### src/rtl/bcd_scan_counter_if.sv
// Control/display bundle between the user controls, the BCD counter and the 7-segment decoder.
interface bcd_scan_counter_if;
  logic       en;
  logic       up;
  logic       clear;
  logic [3:0] digit;
  logic [1:0] digit_sel;
  logic       blank;
  logic       wrap;

  modport master (output en, up, clear, input digit, digit_sel, blank, wrap);
  modport slave  (input en, up, clear, output digit, digit_sel, blank, wrap);
endinterface

### src/rtl/bcd_scan_counter.sv
// Two-digit BCD up/down counter with a two-slot digit scanner and leading-zero blanking.
module bcd_scan_counter #(
  parameter int TICK_DIV = 1000000,
  parameter int SCAN_DIV = 1000,
  parameter int BLANK_LZ = 1
) (
  input  logic                clk,
  input  logic                rst,
  bcd_scan_counter_if.slave   bus
);

  localparam int PW = (TICK_DIV > 1) ? $clog2(TICK_DIV) : 1;
  localparam int SW = (SCAN_DIV > 1) ? $clog2(SCAN_DIV) : 1;
  localparam logic [PW-1:0] PRESC_LAST = PW'(TICK_DIV - 1);
  localparam logic [SW-1:0] SCAN_LAST  = SW'(SCAN_DIV - 1);

  logic [PW-1:0] presc;
  logic [SW-1:0] scan;
  logic          slot;
  logic [3:0]    ones, tens;
  logic [3:0]    ones_nx, tens_nx;
  logic          wrap_nx;
  logic          tick;

  logic [3:0]    digit_q;
  logic [1:0]    digit_sel_q;
  logic          blank_q;
  logic          wrap_q;

  assign tick = bus.en && (presc == PRESC_LAST);

  // Prescaler holds its position while en is low so a paused count resumes mid-step.
  always_ff @(posedge clk or posedge rst) begin
    if (rst) begin
      presc <= '0;
    end else if (bus.clear) begin
      presc <= '0;
    end else if (bus.en) begin
      if (tick) presc <= '0;
      else      presc <= presc + 1'b1;
    end
  end

  always_comb begin
    ones_nx = ones;
    tens_nx = tens;
    wrap_nx = 1'b0;
    if (tick) begin
      if (bus.up) begin
        if (ones != 4'd9) begin
          ones_nx = ones + 4'd1;
        end else begin
          ones_nx = 4'd0;
          if (tens != 4'd9) begin
            tens_nx = tens + 4'd1;
          end else begin
            tens_nx = 4'd0;
            wrap_nx = 1'b1;
          end
        end
      end else begin
        if (ones != 4'd0) begin
          ones_nx = ones - 4'd1;
        end else begin
          ones_nx = 4'd9;
          if (tens != 4'd0) begin
            tens_nx = tens - 4'd1;
          end else begin
            tens_nx = 4'd9;
            wrap_nx = 1'b1;
          end
        end
      end
    end
  end

  // clear wins over a coincident tick: no step and no wrap pulse.
  always_ff @(posedge clk or posedge rst) begin
    if (rst) begin
      ones   <= 4'd0;
      tens   <= 4'd0;
      wrap_q <= 1'b0;
    end else if (bus.clear) begin
      ones   <= 4'd0;
      tens   <= 4'd0;
      wrap_q <= 1'b0;
    end else begin
      ones   <= ones_nx;
      tens   <= tens_nx;
      wrap_q <= wrap_nx;
    end
  end

  always_ff @(posedge clk or posedge rst) begin
    if (rst) begin
      scan <= '0;
      slot <= 1'b0;
    end else if (scan == SCAN_LAST) begin
      scan <= '0;
      slot <= ~slot;
    end else begin
      scan <= scan + 1'b1;
    end
  end

  // Ones digit is never blanked so a zero count still shows "0".
  always_ff @(posedge clk or posedge rst) begin
    if (rst) begin
      digit_q     <= 4'd0;
      digit_sel_q <= 2'b01;
      blank_q     <= 1'b0;
    end else begin
      digit_q     <= slot ? tens : ones;
      digit_sel_q <= slot ? 2'b10 : 2'b01;
      blank_q     <= slot && (BLANK_LZ != 0) && (tens == 4'd0);
    end
  end

  assign bus.digit     = digit_q;
  assign bus.digit_sel = digit_sel_q;
  assign bus.blank     = blank_q;
  assign bus.wrap      = wrap_q;

endmodule

### src/flat_wrapper.sv
// flat-port wrapper written by rule: the top's interface ports become plain ports
module bcd_scan_counter_flat 
#(
  parameter int TICK_DIV = 1000000,
  parameter int SCAN_DIV = 1000,
  parameter int BLANK_LZ = 1
)
  (clk, rst, bus_en, bus_up, bus_clear, bus_digit, bus_digit_sel, bus_blank, bus_wrap);
  bcd_scan_counter_if bus_i ();
  input  logic clk;
  input  logic rst;
  input wire logic [$bits(bus_i.en)-1:0] bus_en;
  input wire logic [$bits(bus_i.up)-1:0] bus_up;
  input wire logic [$bits(bus_i.clear)-1:0] bus_clear;
  output wire logic [$bits(bus_i.digit)-1:0] bus_digit;
  output wire logic [$bits(bus_i.digit_sel)-1:0] bus_digit_sel;
  output wire logic [$bits(bus_i.blank)-1:0] bus_blank;
  output wire logic [$bits(bus_i.wrap)-1:0] bus_wrap;
  assign bus_i.en = bus_en;
  assign bus_i.up = bus_up;
  assign bus_i.clear = bus_clear;
  assign bus_digit = bus_i.digit;
  assign bus_digit_sel = bus_i.digit_sel;
  assign bus_blank = bus_i.blank;
  assign bus_wrap = bus_i.wrap;
  bcd_scan_counter #(.TICK_DIV(TICK_DIV), .SCAN_DIV(SCAN_DIV), .BLANK_LZ(BLANK_LZ)) u_core (.clk(clk), .rst(rst), .bus(bus_i));
endmodule
### config.mk
export PLATFORM = sky130hd
export DESIGN_NAME = bcd_scan_counter_flat
export DESIGN_NICKNAME = d
export VERILOG_FILES = /design/src/rtl/bcd_scan_counter_if.sv /design/src/rtl/bcd_scan_counter.sv /design/src/flat_wrapper.sv
export SDC_FILE = /design/constraint.sdc
export NUM_CORES = 1
export LEC_CHECK = 0
export ABC_AREA = 1
export BUFFER_PORTS_ARGS = -buffer_cell sky130_fd_sc_hd__buf_2
export CORE_MARGIN = 2
export CORE_UTILIZATION = 65
export CTS_CLUSTER_DIAMETER = 50
export DETAILED_ROUTE_END_ITERATION = 12
export HOLD_SLACK_MARGIN = 0.08
export PLACE_DENSITY = 0.87
export SLEW_MARGIN = 20
export SYNTH_ARGS = -nofsm -noshare
export SYNTH_HDL_FRONTEND = slang
export SYNTH_SLANG_ARGS = --single-unit
### constraint.sdc
create_clock -name clk -period 4.1 [get_ports clk]
set_input_delay 0.82 -clock clk [delete_from_list [all_inputs] [get_ports clk]]
set_output_delay 0.82 -clock clk [all_outputs]
set_load 0.02 [all_outputs]
=== Word level (Yosys, flattened, before mapping) ===
Index checks and enable logic that the tools add are counted.

* Add/subtract/negate cells: 6
* Shift operators: 0
* Muxes and demuxes: 25
* Div/mod/pow operators: 0
* Equality and inequality tests: 6
* $lt $le $gt $ge: 0
* $mul: 0
* Bitwise logic cells: 1
* Reduce and logical (&&, ||, !) cells: 8

{| class="wikitable"
|+ Operators with widths
! kind !! count
|-
| 20-bit 2-to-1 mux || 3
|-
| 4-bit 2-to-1 mux || 13
|-
| 20-bit by 1-bit adder with 20-bit output, second input constant || 1
|-
| 20-bit equality test, second input constant || 1
|-
| 10-bit by 1-bit adder with 10-bit output, second input constant || 1
|-
| 10-bit equality test, second input constant || 1
|-
| 10-bit 2-to-1 mux || 1
|-
| 4-bit by 1-bit adder with 4-bit output, second input constant || 2
|-
| 4-bit != test, second input constant || 2
|-
| 4-bit nonzero test || 2
|-
| 4-bit by 1-bit subtractor with 4-bit output, second input constant || 2
|-
| 1-bit 2-to-1 mux || 7
|-
| 3-bit != test, second input constant || 2
|-
| 4-bit logical NOT || 1
|-
| 2-bit nonzero test || 2
|-
| 3-bit AND reduction || 1
|-
| 1-bit logical AND || 2
|-
| 2-bit 2-to-1 mux || 1
|-
| 1-bit NOT || 1
|}

* Latch bits: 0
* Memories kept: 0
* Memory bits (read-only): 0
* Input port bits: 5
* Output and inout port bits: 8
* RAM bits: 0
* Register bits after elaboration: 47
* Logic and storage cells: 55

=== Depth between registers and ports, before layout ===
* Word-level depth: 6
* Mapped depth: 9
* Depth with buffers taken out: 9

=== Least setup slack after synthesis ===
OpenSTA, ideal clock, no wires.

* Path kind: input -> register
* Start: input port bus_clear
* End: register u_core.presc[13]
* Data required time: 3982 ps
* Stages: 7
* Buffers on the path: 0
* Arrival: 1486 ps
* Library setup time: 118 ps
* Path slack: 2496 ps
* Path through: nor2_2 inv_2 nand2_1 nor2_1 nand2_1 xor2_1 nor2_1

* Cells in the longest elaborated chain, start to end: 1

{| class="wikitable"
|+ RTL lines
! element !! line !! source
|-
| start: declaration || flat_wrapper.sv:14 || <nowiki>input wire logic [$bits(bus_i.clear)-1:0] bus_clear;</nowiki>
|-
| 20-bit 2-to-1 mux or 2-bit nonzero test (tied branches) || n/a ||
|-
| end signal: assignment || bcd_scan_counter.sv:40 || <nowiki>else presc <= presc + 1'b1;</nowiki>
|-
| end: declaration || bcd_scan_counter.sv:17 || <nowiki>logic [PW-1:0] presc;</nowiki>
|}

Parallel ways exist; a longest one is shown, timed or not.
A chain may end at the register's enable or synchronous reset.

=== Worst setup path after layout ===
* Start: register u_core.digit_sel_q[0], in the netlist u_core.bus.digit_sel[0]
* End: output port bus_digit_sel[0]

{| class="wikitable"
|+ RTL lines
! element !! line !! source
|-
| start: declaration || bcd_scan_counter.sv:26 || <nowiki>logic [1:0] digit_sel_q;</nowiki>
|-
| start signal: assignment || bcd_scan_counter.sv:114 || <nowiki>digit_sel_q <= slot ? 2'b10 : 2'b01;</nowiki>
|-
| end: declaration || flat_wrapper.sv:16 || <nowiki>output wire logic [$bits(bus_i.digit_sel)-1:0] bus_digit_sel;</nowiki>
|}

No word-level cell between the ends.

==> reports/qor.yml <==
run_status:
  status: "finished, final reports clean"
clocking:
  clockBufferDepth: 2
  ctsRootBufferMaster: "clkbuf_8"
  cts.htree.levels: 2
  cts-resized-gates: 0
  worstSkewPairLatency_ns: 0.30
  post_cts_buffers: 0
  cts_buffers: 5
  clkTransAtPathRegs_ns: 0.08
  cts_tree: "built"
  clock_sinks: 47
  holdBufCountCts: 0
setup_path:
  start_kind: "flip-flop"
  path_delay_family: "flip-flops"
  r2r_setup_slack_ns: 2.30
  worstSetupStartpoint: "u_core.bus.digit_sel[0]"
  setup.worst_path.end: "bus_digit_sel[0]"
  critPathCaptureType: "primary output"
  critical_path_class: "flip-flop to primary output"
  critical_path.cell_chain: "buf_2"
  reg2regPathDepth: 8
  slowest_delay_ns: 0.53
  r2r_start: "u_core.presc[0]"
  crit_fanout: 1
  path_depth: 1
  timing.rr.end: "u_core.presc[15]"
  crit_buf_inv: 1
  slowest_stage: "dfstp_2"
  crit_required_ns: 3.28
  arrival_ns: 0.98
route:
  drt-vias-per-instance: 5.43
  dr.first_iter.drc_count: 218
  drc: 0
  wl_mm: 5.15
  wl_per_cell_um: 12.7
  vias: 2208
  drt_pass1_iterations: 5
  ant_nets: 0
logic_synthesis:
  synth_cell_types: 26
  synth_top_cell_by_area: "dfrtp_1"
  synth.avg_cell_area_um2: 7.39
  synth_area_leaders: "dfrtp_1 45%, nand2_1 13%, nor2_1 8.6%"
  syn_nets: 350
  synth_top_area_share_pct: 45.4
  netlist_area_mm2: 0.00253
  seq_area_frac_synth_pct: 46.5
  synth_seq_cells: 47
  yosysWarnings: 0
  synth_cells: 343
power:
  leakagePower_uw: 0.00135
  vdd_ir_drop_max_uv: 271
  power_density_mw_per_mm2: 363
sta:
  max-slew-margin-rel_pct: 48.0
  tns_ns: 0
  hold_violations: 0
  final-setup-viol-count: 0
  worstMarginPinSlew_ns: 0.778
  clock_skew_ns: 0.00454
  drv_slew: 0
  period_share_pct: 43.9
  period_needed_ns: 1.80
  fmax_mhz: 555
  rsz0062_at_grt: "false"
global_routing:
  grt_pass1_wl_mm: 8.83
  first_global_vias: 2038
  grt_usage_pct: 26.7
  grt_max_degree: 48
  grt_overflow: 0
  antenna_found_initial: 0
layout:
  num_antenna_cells: 0
  nets: 365
  ff_latch_area_mm2: 0.00118
  syn_to_final_growth_pct: 8.25
  drive_gt1_share_pct: 9.19
  n_fill_cell: 311
  final_util_pct: 73.8
  multi_input_area_mm2: 0.00115
placement:
  port-buffer-count: 12
  place_hpwl_mm: 3.73
  gp_congestion: 0.986
min_path:
  min_path_cells: 1
  hp-class: "flip-flop to flip-flop"
floorplanning:
  pin_count: 13
  die_w_um: 66.4
  start_util_pct: 68.2
  dieArea_mm2: 0.00441
  std_cell_rows: 22
  die_h_um: 66.4
  core_area_mm2: 0.00372
job:
  maxCapViolations: 0
==> area by class of cell <==
| cell class | count | area share [%] |
|---|---|---|
| multi-input cells | 244 | 41.8 |
| well taps | 48 | 2.19 |
| clock inverters | 2 | 1.28 |
| inverters | 48 | 6.61 |
| repair buffers | 12 | 2.19 |
| flip-flops and latches | 47 | 42.9 |
| clock buffers | 6 | 3.01 |
==> where the power goes <==
| group | internal, uW | switching, uW | leakage, uW |
|---|---|---|---|
| Sequential | 484 | 24.7 | 0.000627 |
| Combinational | 41.8 | 97.6 | 0.000664 |
| Clock | 197 | 149 | 0.0000612 |
==> placed cells by master, fill, tap and decap left out, types with 2 or more instances in the layout <==
master    instances
nor2_1           58
o21ai_0          25
a21oi_1           4
nand2_1          86
nand3_1          23
dfrtp_1          46
xnor2_1           2
xor2_1           10
nand4_1           8
inv_2             2
clkinv_2          2
nor3_1            9
nand2_2           2
nor3b_1           4
ha_1              2
buf_2            12
nor2_2            3
inv_1            45
clkbuf_8          6
or2_2             2
==> registers in the layout, indices dropped and copies added, names as in the netlist <==
| signal | flops |
|---|---|
| u_core.bus.blank | 1 |
| u_core.bus.digit | 4 |
| u_core.bus.digit_sel | 2 |
| u_core.bus.wrap | 1 |
| u_core.ones | 4 |
| u_core.presc | 20 |
| u_core.scan | 10 |
| u_core.slot | 1 |
| u_core.tens | 4 |
==> through the flow <==
step                total power (uW)  area (um2)  setup WS (ns)  hold slack, ns  instances
finish                           995        2740           2.30           0.515        407
global route                    1050        2740           2.11           0.533        407
CTS                             1000        2740           2.29           0.512        407
detailed placement               652        2620           2.01           0.495        399
global placement                 647        2620           2.05           0.478        399
floorplan                        618        2530           2.17           0.352        343
==> worst min-delay path by stage <==
stage	start	end
after floorplan	u_core.slot	u_core.bus.digit_sel[1]
after global placement	u_core.scan[2]	u_core.scan[2]
after detailed placement	u_core.scan[2]	u_core.scan[2]
after CTS	u_core.scan[2]	u_core.scan[2]
after global routing	u_core.scan[2]	u_core.scan[2]
final	u_core.scan[2]	u_core.scan[2]
==> layer usage <==
metal	global-route usage, %	wire (um)	vias to the layer above	share of wire, %
met2	42.4	2370	81	46
li1	-	-	1108	-
met3	5.79	272	13	5.3
met1	36.3	2410	1006	47
met5	0	0	-	0
met4	9.18	98	0	1.9
==> cell families (layout without fill, tap and decap cells) <==
logic type | count (synthesis) | after routing | synth area share, %
AO/OA/AOI/OAI | 32 | 32 | 6.52
XOR/XNOR | 12 | 12 | 4.15
adder cells (fa/ha/maj) | 2 | 2 | 0.987
buffers and inverters | 52 | 68 | 8.30
flip-flops | 47 | 47 | 46.5
AND/OR/NAND/NOR | 198 | 198 | 33.6
==> cells in the mapped netlist <==
cell type	instances
dfstp_2	1
ha_1	2
and3_1	1
dfrtp_1	46
o22ai_1	1
or2_2	2
a21oi_1	4
a31oi_1	1
nor3_2	1
nand3_2	1
nor3_1	9
inv_1	46
buf_6	2
inv_2	2
nor2_1	58
nand2_1	86
xor2_1	10
xnor2_1	2
o211ai_1	1
nor2_2	3
nor3b_1	4
clkbuf_1	2
nand3_1	23
o21ai_0	25
nand2_2	2
nand4_1	8
Power figures use the tool's default switching activity.
